### src/rtl/control_unit.sv
// Multicycle LEGv8 instruction controller: opcode decode, immediate extraction and FETCH/EXECUTE/WRITEBACK sequencing.
// Optional macro CTRL_FLAG_SET_EN makes ADD/ADDI/SUB/SUBI load the status flags in EXECUTE.
module control_unit (
    input  logic        clock,
    input  logic        reset,
    input  logic [31:0] instruction,
    input  logic [4:0]  status,
    output logic [63:0] constant,
    output logic [35:0] control_word
);

    typedef enum logic [1:0] {
        FETCH     = 2'd0,
        EXECUTE   = 2'd1,
        WRITEBACK = 2'd2,
        UNUSED_ST = 2'd3
    } state_t;

    localparam int SEL_ADD  = 0,  SEL_ADDI = 1,  SEL_SUB  = 2,  SEL_SUBI = 3;
    localparam int SEL_AND  = 4,  SEL_ANDI = 5,  SEL_ORR  = 6,  SEL_ORRI = 7;
    localparam int SEL_EOR  = 8,  SEL_EORI = 9,  SEL_LSL  = 10, SEL_LSR  = 11;
    localparam int SEL_LDUR = 12, SEL_STUR = 13, SEL_B    = 14, SEL_CBZ  = 15;
    localparam int SEL_CBNZ = 16;

    localparam logic [4:0] FS_AND = 5'b00000, FS_ORR = 5'b00100, FS_ADD = 5'b01000;
    localparam logic [4:0] FS_SUB = 5'b01001, FS_EOR = 5'b01100, FS_LSL = 5'b10000;
    localparam logic [4:0] FS_LSR = 5'b10100, FS_PASS_B = 5'b11000;

    state_t      state, next_state;
    logic [16:0] select;
    logic        r_alu, i_alu, shift, d_type, cb;
    logic [4:0]  alu_fs, fs, da, sa, sb;
    logic        reg_write, ram_write, b_sel, status_load;
    logic        en_alu, en_ram, en_pc, ir_load, pc_load, c_in;
    logic [1:0]  pc_sel;
    logic        unused_flags;

    // Only the live zero bit steers branching; stored flags belong to the datapath.
    assign unused_flags = ^status[3:0];

    always_comb begin
        select = '0;
        if (instruction[31:21] == 11'b10001011000) select[SEL_ADD]  = 1'b1;
        if (instruction[31:22] == 10'b1001000100)  select[SEL_ADDI] = 1'b1;
        if (instruction[31:21] == 11'b11001011000) select[SEL_SUB]  = 1'b1;
        if (instruction[31:22] == 10'b1101000100)  select[SEL_SUBI] = 1'b1;
        if (instruction[31:21] == 11'b10001010000) select[SEL_AND]  = 1'b1;
        if (instruction[31:22] == 10'b1001001000)  select[SEL_ANDI] = 1'b1;
        if (instruction[31:21] == 11'b10101010000) select[SEL_ORR]  = 1'b1;
        if (instruction[31:22] == 10'b1011001000)  select[SEL_ORRI] = 1'b1;
        if (instruction[31:21] == 11'b11001010000) select[SEL_EOR]  = 1'b1;
        if (instruction[31:22] == 10'b1101001000)  select[SEL_EORI] = 1'b1;
        if (instruction[31:21] == 11'b11010011011) select[SEL_LSL]  = 1'b1;
        if (instruction[31:21] == 11'b11010011010) select[SEL_LSR]  = 1'b1;
        if (instruction[31:21] == 11'b11111000010) select[SEL_LDUR] = 1'b1;
        if (instruction[31:21] == 11'b11111000000) select[SEL_STUR] = 1'b1;
        if (instruction[31:26] == 6'b000101)       select[SEL_B]    = 1'b1;
        if (instruction[31:24] == 8'b10110100)     select[SEL_CBZ]  = 1'b1;
        if (instruction[31:24] == 8'b10110101)     select[SEL_CBNZ] = 1'b1;
    end

    assign r_alu  = select[SEL_ADD] | select[SEL_SUB] | select[SEL_AND] | select[SEL_ORR] | select[SEL_EOR];
    assign i_alu  = select[SEL_ADDI] | select[SEL_SUBI] | select[SEL_ANDI] | select[SEL_ORRI] | select[SEL_EORI];
    assign shift  = select[SEL_LSL] | select[SEL_LSR];
    assign d_type = select[SEL_LDUR] | select[SEL_STUR];
    assign cb     = select[SEL_CBZ] | select[SEL_CBNZ];

    always_comb begin
        constant = '0;
        if (i_alu)              constant = {52'd0, instruction[21:10]};
        else if (d_type)        constant = {{55{instruction[20]}}, instruction[20:12]};
        else if (shift)         constant = {58'd0, instruction[15:10]};
        else if (select[SEL_B]) constant = {{36{instruction[25]}}, instruction[25:0], 2'b00};
        else if (cb)            constant = {{43{instruction[23]}}, instruction[23:5], 2'b00};
    end

    always_comb begin
        alu_fs = FS_AND;
        if (select[SEL_ADD] | select[SEL_ADDI] | d_type)  alu_fs = FS_ADD;
        else if (select[SEL_SUB] | select[SEL_SUBI])      alu_fs = FS_SUB;
        else if (select[SEL_ORR] | select[SEL_ORRI])      alu_fs = FS_ORR;
        else if (select[SEL_EOR] | select[SEL_EORI])      alu_fs = FS_EOR;
        else if (select[SEL_LSL])                         alu_fs = FS_LSL;
        else if (select[SEL_LSR])                         alu_fs = FS_LSR;
        else if (cb)                                      alu_fs = FS_PASS_B;
    end

    always_comb begin
        case (state)
            FETCH:   next_state = EXECUTE;
            EXECUTE: next_state = select[SEL_LDUR] ? WRITEBACK : FETCH;
            default: next_state = FETCH;
        endcase
    end

    always_comb begin
        fs = '0; da = '0; sa = '0; sb = '0;
        reg_write = 1'b0; ram_write = 1'b0; b_sel = 1'b0; status_load = 1'b0;
        en_alu = 1'b0; en_ram = 1'b0; en_pc = 1'b0; ir_load = 1'b0;
        pc_load = 1'b0; c_in = 1'b0; pc_sel = 2'b00;
        case (state)
            FETCH: ir_load = 1'b1;
            EXECUTE: begin
                pc_load = 1'b1;
                da      = instruction[4:0];
                sa      = instruction[9:5];
                fs      = alu_fs;
                c_in    = select[SEL_SUB] | select[SEL_SUBI];
                if (r_alu | shift)            sb = instruction[20:16];
                if (select[SEL_STUR] | cb)    sb = instruction[4:0];
                if (r_alu | i_alu | shift) begin
                    en_alu    = 1'b1;
                    reg_write = 1'b1;
                    b_sel     = i_alu | shift;
                end
                if (select[SEL_LDUR]) begin
                    b_sel  = 1'b1;
                    en_alu = 1'b1;
                end
                if (select[SEL_STUR]) begin
                    b_sel     = 1'b1;
                    ram_write = 1'b1;
                end
                if (select[SEL_B]) pc_sel = 2'b01;
                if (cb) en_alu = 1'b1;
                // Zero flag comes live from the ALU passing register B through.
                if ((select[SEL_CBZ] & status[4]) | (select[SEL_CBNZ] & ~status[4])) pc_sel = 2'b01;
`ifdef CTRL_FLAG_SET_EN
                status_load = select[SEL_ADD] | select[SEL_ADDI] | select[SEL_SUB] | select[SEL_SUBI];
`else
                status_load = 1'b0;
`endif
            end
            WRITEBACK: begin
                da        = instruction[4:0];
                sa        = instruction[9:5];
                en_ram    = 1'b1;
                reg_write = 1'b1;
            end
            default: ;
        endcase
        control_word = '0;
        if (reset) begin
            control_word = {state, next_state, c_in, pc_load, ir_load, pc_sel, en_pc, en_ram,
                            en_alu, status_load, b_sel, ram_write, reg_write, sb, sa, da, fs};
        end
    end

    always_ff @(posedge clock) begin
        if (!reset) state <= FETCH;
        else        state <= next_state;
    end

endmodule

### config.mk
export PLATFORM = sky130hd
export DESIGN_NAME = control_unit
export DESIGN_NICKNAME = d
export VERILOG_FILES = /design/src/rtl/control_unit.sv
export SDC_FILE = /design/constraint.sdc
export NUM_CORES = 1
export LEC_CHECK = 0
export CORE_AREA = 2 2 53 55
export CTS_BUF_LIST = sky130_fd_sc_hd__clkbuf_8
export CTS_CLUSTER_SIZE = 30
export DETAILED_ROUTE_END_ITERATION = 6
export DIE_AREA = 0 0 55 57
export DONT_BUFFER_PORTS = 1
export GPL_ROUTABILITY_DRIVEN = 1
export HOLD_SLACK_MARGIN = 0.1
export PLACE_DENSITY_LB_ADDON = 0.05
export SYNTH_ARGS = -nofsm -noshare
export SYNTH_HDL_FRONTEND = slang
export SYNTH_SLANG_ARGS = --single-unit
### constraint.sdc
create_clock -name clock -period 7.37 [get_ports clock]
set_clock_uncertainty 0.15 [all_clocks]
set_input_delay 1.474 -clock clock [delete_from_list [all_inputs] [get_ports clock]]
set_output_delay 1.474 -clock clock [all_outputs]
set_load 0.02 [all_outputs]
==> results.sh <==
export IMPL_cts_path_max_buffers=2
export IMPL_final_nets=207
export IMPL_drtAntennaViolNets=0
export IMPL_ir_drop_v=0.0000646
export IMPL_synth_flop_cell="dfxtp_1"
export IMPL_worstSetupEndpointType="output pin"
export IMPL_critical_path_startpoint_type="primary input"
export IMPL_rsz0062_at_grt="no"
export IMPL_finalHoldViolations=0
export IMPL_cp_arrival_ns=3.82
export IMPL_synth_edf_count=0
export IMPL_place_congestion=0.849
export IMPL_final_max_slew_viol_count=0
export IMPL_status="completed"
export IMPL_antenna_found_initial=0
export IMPL_grt_pass1_wl_um=6250
export IMPL_drc_errors=0
export IMPL_viasPerCell=7.33
export IMPL_fin_tns_setup_ns=0
export IMPL_clock_sinks=2
export IMPL_syn_area_per_cell_um2=6.97
export IMPL_die_area_um2=3140
export IMPL_ios=139
export IMPL_die_height_um=57
export IMPL_syn_to_final_growth_pct=-15.0
export IMPL_async_flop_share_pct=0
export IMPL_synth_seq_cells=2
export IMPL_cts_clk_slew_worst_paths_ns=0.03
export IMPL_tightestPinTransition_ns=0.905
export IMPL_clock_root_buffer="clkbuf_8"
export IMPL_mostFrequentLayoutCells="and3_1, nor2_1, nand2_1, a221o_1, a21oi_1"
export IMPL_synth_top_cell_area_share_pct=22.0
export IMPL_layout_cells_most_common="and3_1"
export IMPL_yosysWarnings=0
export IMPL_synthCells=206
export IMPL_grt_pass1_vias=1266
export IMPL_clk_latency_ns=0.21
export IMPL_port_buffers=0
export IMPL_reg_top3="state x2"
export IMPL_slew_limit_headroom_pct=39.1
export IMPL_cts_htree_levels=1
export IMPL_drive_gt1_share_pct=9.20
export IMPL_numCtsBuffers=3
export IMPL_num_rows=19
export IMPL_cts_setup_buffers=0
export IMPL_synth_seq_area_share_pct=2.79
export IMPL_critPathRequiredTime_ns=5.75
export IMPL_antenna_cells=0
export IMPL_power_per_cell_area_nw_per_um2=72.2
export IMPL_leakagePower_uw=0.000485
export IMPL_largest_reg_flops=2
export IMPL_ys_top_cells_by_area="buf_4, a221o_1, and3_1"
export IMPL_synthesis_area_um2=1440
export IMPL_period_share_pct=73.8
export IMPL_fmax_mhz=184
export IMPL_min_period_ns=5.44
export IMPL_dp_hpwl_um=3400
export IMPL_wl_per_cell_um=22.9
export IMPL_core_area_um2=2620
export IMPL_critical_path_class="primary input to output pin"
export IMPL_start_util_pct=54.9
export IMPL_timing_final_ws_setup_ns=1.93
export IMPL_regMostFlops="state"
export IMPL_chipWidth_um=55
export IMPL_grt_start_max_net_pins=26
export IMPL_drv_cap=0
export IMPL_grt_overflow_total=0
export IMPL_setup_viol=0
export IMPL_critPathMaxFanout=12
export IMPL_cts_resized=0
export IMPL_min_path_type="flop to flop"
export IMPL_dp_slack_ns=1.95
export IMPL_cts_tree="done"
export IMPL_synth_top_cell_by_area="buf_4"
export IMPL_cts_hold_buf=0
export IMPL_wl_um=4440
export IMPL_first_pass_iters=4
export IMPL_num_fill_cells=265
export IMPL_yosys_cell_types_count=50
export IMPL_vias=1422
export IMPL_drt_iter0_drc=54
export IMPL_grtUsageTotal_pct=26.1
layer usage:
layer | track usage (%) | vias to the layer above | routed length, µm | share of wire, %
met5 | 0 | - | 0 | 0
met4 | 6.27 | 0 | 35 | 0.79
met3 | 4.45 | 4 | 441 | 9.9
met2 | 44.6 | 102 | 2240 | 50
met1 | 33.4 | 670 | 1730 | 39
li1 | - | 646 | - | -
synthesized netlist by cell type, types with 4 or more instances:
| cell | instances |
|---|---|
| nand2_1 | 11 |
| a21oi_1 | 9 |
| nand2b_1 | 4 |
| a22o_1 | 6 |
| inv_1 | 4 |
| nor2_1 | 13 |
| and3_1 | 14 |
| and2_1 | 6 |
| a221o_1 | 10 |
| clkbuf_1 | 8 |
| o21ai_1 | 6 |
| o21a_1 | 6 |
| a22oi_1 | 7 |
| buf_4 | 42 |
| nor3_1 | 5 |
cell families (layout without fill, tap and decap cells):
family                   Yosys count  after routing  synth area share, %
AND/OR/NAND/NOR                   76             76                 31.5
AO/OA/AOI/OAI                     64             64                 34.7
buffers and inverters             58             12                 26.9
adder cells (fa/ha/maj)            3              3                 2.62
XOR/XNOR                           2              2                 1.22
flip-flops                         2              2                 2.79
other                              1              4                0.261
per-stage QoR:
step / hold WS (ns) / cell area (µm²) / utilization, % / cells / total power (µW)
after floorplan: 0.484 / 1450 / - / 209 / 51.0
after global placement: 0.531 / 1180 / 45.1 / 191 / 45.1
after detailed placement: 0.565 / 1180 / 45.1 / 191 / 45.8
after CTS: 0.576 / 1220 / 46.7 / 194 / 88.5
after global routing: 0.605 / 1220 / 46.7 / 194 / 91.6
final: 0.571 / 1220 / 46.7 / 194 / 88.1
path summary, 6_finish.rpt:
kind / startpoint / endpoint / slack (ns) / cells after the start
setup / recovery: instruction[21] / constant[34] / 1.93 / 6
hold / removal: state[0]$_SDFF_PN0_ / state[0]$_SDFF_PN0_ / 0.57 / 3
setup reg to reg: state[1]$_SDFF_PN0_ / state[1]$_SDFF_PN0_ / 5.71 / 5
hold reg to reg: state[0]$_SDFF_PN0_ / state[0]$_SDFF_PN0_ / 0.57 / 3
critical path, cell delays in order:
cell and delay (ns):
or4b_4 0.53, nor4_2 0.31, and2_1 0.43, a211o_1 0.31, o21a_4 0.20, buf_4 0.55
cell type report:
type                            instances  area [µm²]  share of cell area (%)
Timing Repair Buffer                    5        57.6                    4.72
Tap cell                               31        38.8                    3.18
Inverter                                4        15.0                    1.23
Sequential cell                         2        40.0                    3.28
Multi-Input combinational cell        149        1030                    84.2
Clock buffer                            3        41.3                    3.38
report_power, final:
part	internal, µW	switching (µW)	leakage [µW]
Sequential	11.3	0.302	0.0000164
Combinational	9.59	24.6	0.000447
Clock	34.5	7.80	0.0000216
(Power assumes the default switching activity.)
